--- src/rtl/serial_word_receiver.sv ---
// serial_word_receiver
// Serial-in, parallel-out receiver. It frames a one-bit-per-clock stream into
// WIDTH-bit words, LSB first. A start pulse marks bit 0 of each frame.
// Each completed word is presented on a valid/ready output register.
// If a word completes while the output register still holds an unconsumed
// word, the new word is dropped and a sticky overrun flag is set.
//
// Ports:
//   clk        rising-edge clock for all state
//   reset      asynchronous, active-high; clears all state immediately
//   serial_in  serial data bit, sampled every edge while receiving
//   start      high in the cycle the frame's bit 0 is on serial_in
//   data_ready consumer accepts data_out on an edge with data_valid high
//   data_out   last completed word (bit i = i-th bit after start)
//   data_valid data_out holds an unconsumed word
//   busy       a frame is in progress
//   bit_count  bits captured in the current frame (0 when idle)
//   overrun    sticky; a completed word was dropped because output was full
module serial_word_receiver #(
    parameter  int WIDTH = 16,
    localparam int CW    = $clog2(WIDTH)
) (
    input  logic             clk,
    input  logic             reset,
    input  logic             serial_in,
    input  logic             start,
    input  logic             data_ready,
    output logic [WIDTH-1:0] data_out,
    output logic             data_valid,
    output logic             busy,
    output logic [CW-1:0]    bit_count,
    output logic             overrun
);

    typedef enum logic {
        IDLE    = 1'b0,
        RECEIVE = 1'b1
    } state_t;

    localparam logic [CW-1:0] LAST_IDX = CW'(WIDTH - 1);

    state_t           state_r;
    logic [WIDTH-1:0] shreg_r;

    logic [WIDTH-1:0] word_s;
    logic             last_s;
    logic             complete_s;
    logic             out_free_s;

    // Completion detect and assembly of the finished word from the last bit.
    always_comb begin
        word_s     = {serial_in, shreg_r[WIDTH-2:0]};
        last_s     = (bit_count == LAST_IDX);
        // A start on the last-bit edge does not restart; the frame completes.
        complete_s = (state_r == RECEIVE) && last_s;
        // Output can take a new word if empty or being consumed on this edge.
        out_free_s = !data_valid || data_ready;
    end

    // Framing FSM, shift register and output holding register.
    always_ff @(posedge clk or posedge reset) begin
        if (reset) begin
            state_r    <= IDLE;
            shreg_r    <= '0;
            bit_count  <= '0;
            busy       <= 1'b0;
            data_out   <= '0;
            data_valid <= 1'b0;
            overrun    <= 1'b0;
        end else begin
            case (state_r)
                IDLE: begin
                    if (start) begin
                        shreg_r[0] <= serial_in;
                        bit_count  <= CW'(1);
                        busy       <= 1'b1;
                        state_r    <= RECEIVE;
                    end else begin
                        bit_count <= '0;
                        busy      <= 1'b0;
                    end
                end
                RECEIVE: begin
                    if (last_s) begin
                        bit_count <= '0;
                        busy      <= 1'b0;
                        state_r   <= IDLE;
                    end else if (start) begin
                        // Silent restart: partial frame discarded.
                        shreg_r[0] <= serial_in;
                        bit_count  <= CW'(1);
                    end else begin
                        shreg_r[bit_count] <= serial_in;
                        bit_count          <= bit_count + CW'(1);
                    end
                end
                default: begin
                    state_r   <= IDLE;
                    bit_count <= '0;
                    busy      <= 1'b0;
                end
            endcase

            if (complete_s) begin
                if (out_free_s) begin
                    data_out   <= word_s;
                    data_valid <= 1'b1;
                end else begin
                    overrun <= 1'b1;
                end
            end else if (data_valid && data_ready) begin
                data_valid <= 1'b0;
            end else begin
                data_valid <= data_valid;
            end
        end
    end

endmodule
--- config.mk ---
export PLATFORM = sky130hd
export DESIGN_NAME = serial_word_receiver
export DESIGN_NICKNAME = d
export VERILOG_FILES = /design/src/rtl/serial_word_receiver.sv
export SDC_FILE = /design/constraint.sdc
export NUM_CORES = 1
export LEC_CHECK = 0
export ABC_AREA = 1
export CORE_ASPECT_RATIO = 1.1
export CORE_UTILIZATION = 45
export CTS_BUF_LIST = sky130_fd_sc_hd__clkbuf_2
export CTS_CLUSTER_DIAMETER = 200
export DETAILED_ROUTE_END_ITERATION = 10
export MAX_ROUTING_LAYER = met4
export PLACE_DENSITY_LB_ADDON = 0.12
export SLEW_MARGIN = 20
export SYNTH_ARGS = -nofsm -noshare
export SYNTH_HDL_FRONTEND = slang
export SYNTH_SLANG_ARGS = --single-unit
--- constraint.sdc ---
create_clock -name clk -period 2.6 [get_ports clk]
set_clock_uncertainty 0.15 [all_clocks]
set_input_delay 0.65 -clock clk [delete_from_list [all_inputs] [get_ports clk]]
set_output_delay 0.65 -clock clk [all_outputs]
set_load 0.1 [all_outputs]
==> run_summary.xml <==
<?xml version="1.0" encoding="UTF-8"?>
<metrics>
  <group name="run_status">
    <metric name="status" unit="">finished, final reports clean</metric>
  </group>
  <group name="logic_synthesis">
    <metric name="synth_seq_cells" unit="">39</metric>
    <metric name="synth_top_cell_by_area" unit="">sky130_fd_sc_hd__dfrtp_1</metric>
    <metric name="synth_top_cells_by_area" unit="">sky130_fd_sc_hd__dfrtp_1, sky130_fd_sc_hd__nand2_1, sky130_fd_sc_hd__nand3_1</metric>
    <metric name="synth.net_count" unit="">210</metric>
    <metric name="synthDistinctLibCells" unit="">22</metric>
    <metric name="synth.yosys.seq_area_share" unit="%">55.40</metric>
    <metric name="yosys_warnings" unit="">0</metric>
    <metric name="post_synth_instance_area" unit="sq um">1762</metric>
    <metric name="syn-instance-count" unit="">201</metric>
    <metric name="postSynthAreaPerCell" unit="sq um">8.765</metric>
    <metric name="post-synth-top-area-fraction" unit="%">55.40</metric>
  </group>
  <group name="clocking">
    <metric name="post_cts_hold_buffer_count" unit="">0</metric>
    <metric name="cts.path.max_buffers" unit="">2</metric>
    <metric name="cts_made_buffers" unit="">5</metric>
    <metric name="clkLatencyLatePin" unit="ps">380</metric>
    <metric name="cts.root.buffer_cell" unit="">sky130_fd_sc_hd__clkbuf_2</metric>
    <metric name="htree_num_levels" unit="">2</metric>
    <metric name="worst_setup_hold_path_clk_slew" unit="ps">180</metric>
    <metric name="cts-resized-gates" unit="">0</metric>
    <metric name="clock_tree_from_tritoncts" unit="">built</metric>
    <metric name="cts.sink_count" unit="">39</metric>
    <metric name="post-cts-setup-buffers" unit="">0</metric>
  </group>
  <group name="job">
    <metric name="cap_violations" unit="">0</metric>
  </group>
  <group name="final_layout">
    <metric name="layout_net_count" unit="">240</metric>
    <metric name="top_library_cells_by_usage_in_the_layout_fill_and_taps_aside" unit="">sky130_fd_sc_hd__nand2_1, sky130_fd_sc_hd__dfrtp_1, sky130_fd_sc_hd__buf_4</metric>
    <metric name="final_cell_area" unit="sq um">2047</metric>
    <metric name="diodes" unit="">0</metric>
    <metric name="drive_above_1_share" unit="%">20.26</metric>
    <metric name="layout_commonest_cell" unit="">sky130_fd_sc_hd__nand2_1</metric>
    <metric name="fillCellCount" unit="">353</metric>
    <metric name="layoutNonFillerInstCount" unit="">282</metric>
    <metric name="layout-area-overhead-vs-synth" unit="%">16.19</metric>
    <metric name="final_util" unit="%">55.57</metric>
  </group>
  <group name="placed_design">
    <metric name="gp_congestion" unit="">0.8431</metric>
    <metric name="numPlacedInstances" unit="">274</metric>
    <metric name="pre_cts_slack" unit="ps">469.9</metric>
    <metric name="numPortBuffers" unit="">27</metric>
    <metric name="dpl_cell_area" unit="sq um">2007</metric>
    <metric name="dp_hpwl" unit="um">2321</metric>
  </group>
  <group name="route">
    <metric name="detail_route.vias_per_cell" unit="">4.752</metric>
    <metric name="detail_route_antenna_nets" unit="">0</metric>
    <metric name="total_detailed_routing_wirelength" unit="um">3106</metric>
    <metric name="drc" unit="">0</metric>
    <metric name="drt-initial-drc-count" unit="">77</metric>
    <metric name="detail_route.first_pass.iterations" unit="">4</metric>
    <metric name="route.detailed.wl_per_inst" unit="um">11.01</metric>
    <metric name="dr_total_vias" unit="">1340</metric>
  </group>
  <group name="worst_setup_path">
    <metric name="timing.critical_path.to_type" unit="">output pin</metric>
    <metric name="critical_path.startpoint_type" unit="">flip-flop</metric>
    <metric name="timing.critical_path.cells" unit="">buf_4</metric>
    <metric name="critical_path.max_stage_delay" unit="ps">570</metric>
    <metric name="path_class" unit="">flip-flop to output pin</metric>
    <metric name="cp.required" unit="ps">1800</metric>
    <metric name="worst_ep_arrival_time" unit="ps">1310</metric>
    <metric name="critical_path_peak_fanout" unit="">9</metric>
    <metric name="cp_max_stage_cell" unit="">sky130_fd_sc_hd__dfrtp_1</metric>
    <metric name="worstPathBufferInverterCount" unit="">1</metric>
    <metric name="crit_family" unit="">flip-flops</metric>
  </group>
  <group name="global_route">
    <metric name="grt_start_max_net_pins" unit="">40</metric>
    <metric name="grt_pass1_wl" unit="um">5257</metric>
    <metric name="first_global_vias" unit="">1231</metric>
    <metric name="global_route.overflow_total" unit="">0</metric>
    <metric name="global_route.usage.total" unit="%">18.31</metric>
    <metric name="grt_antenna_before_repair" unit="">0</metric>
  </group>
  <group name="floorplan">
    <metric name="floorplan.die.height" unit="um">67.63</metric>
    <metric name="core" unit="sq um">3684</metric>
    <metric name="initial_utilization" unit="%">47.83</metric>
    <metric name="die_outline_area" unit="sq um">4169</metric>
    <metric name="io-pin-count" unit="">28</metric>
    <metric name="dieWidth" unit="um">61.66</metric>
    <metric name="placement_rows" unit="">23</metric>
  </group>
  <group name="power">
    <metric name="switching_power_share_of_the_total" unit="%">43.55</metric>
    <metric name="internal-power" unit="uW">929.0</metric>
    <metric name="cellPowerDensity" unit="nW/um^2">804.0</metric>
    <metric name="p_leak" unit="uW">0.001137</metric>
    <metric name="total_switching_power" unit="uW">716.7</metric>
    <metric name="clock_power_share" unit="%">15.7</metric>
    <metric name="combinational_power_share" unit="%">36.0</metric>
    <metric name="ir_drop" unit="mV">0.4888</metric>
    <metric name="seq_power_share" unit="%">48.3</metric>
  </group>
  <group name="timing">
    <metric name="maxSlewHeadroom" unit="%">63.96</metric>
    <metric name="unrepaired_setup_endpoints_after_global_routing" unit="">false</metric>
    <metric name="timing_worst_slew_pin_value" unit="ps">538.9</metric>
    <metric name="fin_setup_tns" unit="ps">0</metric>
    <metric name="finalHoldViolations" unit="">0</metric>
    <metric name="period_minus_slack" unit="ps">2112</metric>
    <metric name="post-route-worst-setup-slack" unit="ps">487.7</metric>
    <metric name="maxClockFrequency" unit="MHz">473.4</metric>
    <metric name="finalMaxSlewViolations" unit="">0</metric>
    <metric name="report.final.setup_viol" unit="">0</metric>
    <metric name="finalCritPeriodShare" unit="%">81.24</metric>
  </group>
  <group name="hold_path">
    <metric name="worst_hold_path_type" unit="">flip-flop to flip-flop</metric>
  </group>
</metrics>
==> registers in the layout (all words and copies together), names as in the netlist <==
register,flops
bit_count,4
busy,1
data_out,16
data_valid,1
overrun,1
shreg_r,15
state_r,1
==> per-stage QoR <==
| step | hold slack, ps | total power [uW] |
|---|---|---|
| after floorplan | 292.0 | 1276 |
| after global placement | 300.9 | 1393 |
| after detailed placement | 311.3 | 1407 |
| after CTS | 352.7 | 1670 |
| after global routing | 376.2 | 1747 |
| final | 343.4 | 1646 |
==> kinds of logic after synthesis <==
group | Yosys count | share of synthesized area, %
AND/OR/NAND/NOR | 115 | 28.55
flip-flops | 39 | 55.40
buffers and inverters | 28 | 7.244
AO/OA/AOI/OAI | 13 | 4.971
adder cells (fa/ha/maj) | 4 | 2.841
XOR/XNOR | 2 | 0.9945
==> worst min-delay path: stages, from the launching register on <==
cell and delay [ps]:
sky130_fd_sc_hd__dfrtp_1 380, sky130_fd_sc_hd__nand2_1 50, sky130_fd_sc_hd__nand2_1 40
==> synthesized netlist by cell type <==
master / number
sky130_fd_sc_hd__clkbuf_1: 2
sky130_fd_sc_hd__nor2_4: 3
sky130_fd_sc_hd__nand3_2: 1
sky130_fd_sc_hd__a21oi_1: 1
sky130_fd_sc_hd__nor2_2: 1
sky130_fd_sc_hd__inv_1: 21
sky130_fd_sc_hd__buf_6: 2
sky130_fd_sc_hd__buf_4: 2
sky130_fd_sc_hd__dfrtp_1: 39
sky130_fd_sc_hd__o21ai_0: 6
sky130_fd_sc_hd__nand2_1: 73
sky130_fd_sc_hd__nand2_2: 2
sky130_fd_sc_hd__nand4_1: 3
sky130_fd_sc_hd__inv_2: 1
sky130_fd_sc_hd__nor2_1: 10
sky130_fd_sc_hd__a31o_2: 1
sky130_fd_sc_hd__nand3_1: 21
sky130_fd_sc_hd__o21ai_2: 5
sky130_fd_sc_hd__xor2_1: 1
sky130_fd_sc_hd__nor3_1: 1
sky130_fd_sc_hd__ha_1: 4
sky130_fd_sc_hd__xnor2_1: 1
==> final timing paths <==
path,slack [ps],cells past startpoint,endpoint,from
max in group asynchronous,1450,3,shreg_r[6]$_DFFE_PP0P_,reset
min,340,2,data_out[6]$_DFFE_PP0P_,data_out[6]$_DFFE_PP0P_
min in group asynchronous,500,3,overrun$_DFFE_PP0P_,reset
min reg2reg,340,2,data_out[6]$_DFFE_PP0P_,data_out[6]$_DFFE_PP0P_
max,490,1,bit_count[2],bit_count[2]$_DFF_PP0_
max reg2reg,640,6,data_out[3]$_DFFE_PP0P_,bit_count[0]$_DFF_PP0_
==> routing by layer <==
layer | part of all wire (%) | track usage (%)
met5 | 0 | -
met1 | 45 | 20.37
met2 | 49 | 30.51
met3 | 3.4 | 5.172
met4 | 1.7 | 7.500
==> power groups by stage <==
stage / Clock [uW] / Sequential [uW] / Combinational [uW]
6_report: 258 / 795 / 592
3_5_place_dp: 0 / 808 / 599
5_1_grt: 295 / 808 / 644
4_1_cts: 274 / 796 / 599
3_3_place_gp: 0 / 804 / 589
2_1_floorplan: 0 / 1030 / 249
==> final cells by class <==
class                   instances  area [sq um]  area share, %
clock inverters                 1         5.005         0.2445
repair buffers                 29         227.7          11.12
well taps                      50         62.56          3.056
clock buffers                   7         35.03          1.711
inverters                      22         82.58          4.034
multi-input cells             134         658.1          32.15
flip-flops and latches         39         975.9          47.68
Note: power is estimated with default switching activity, not from simulation.
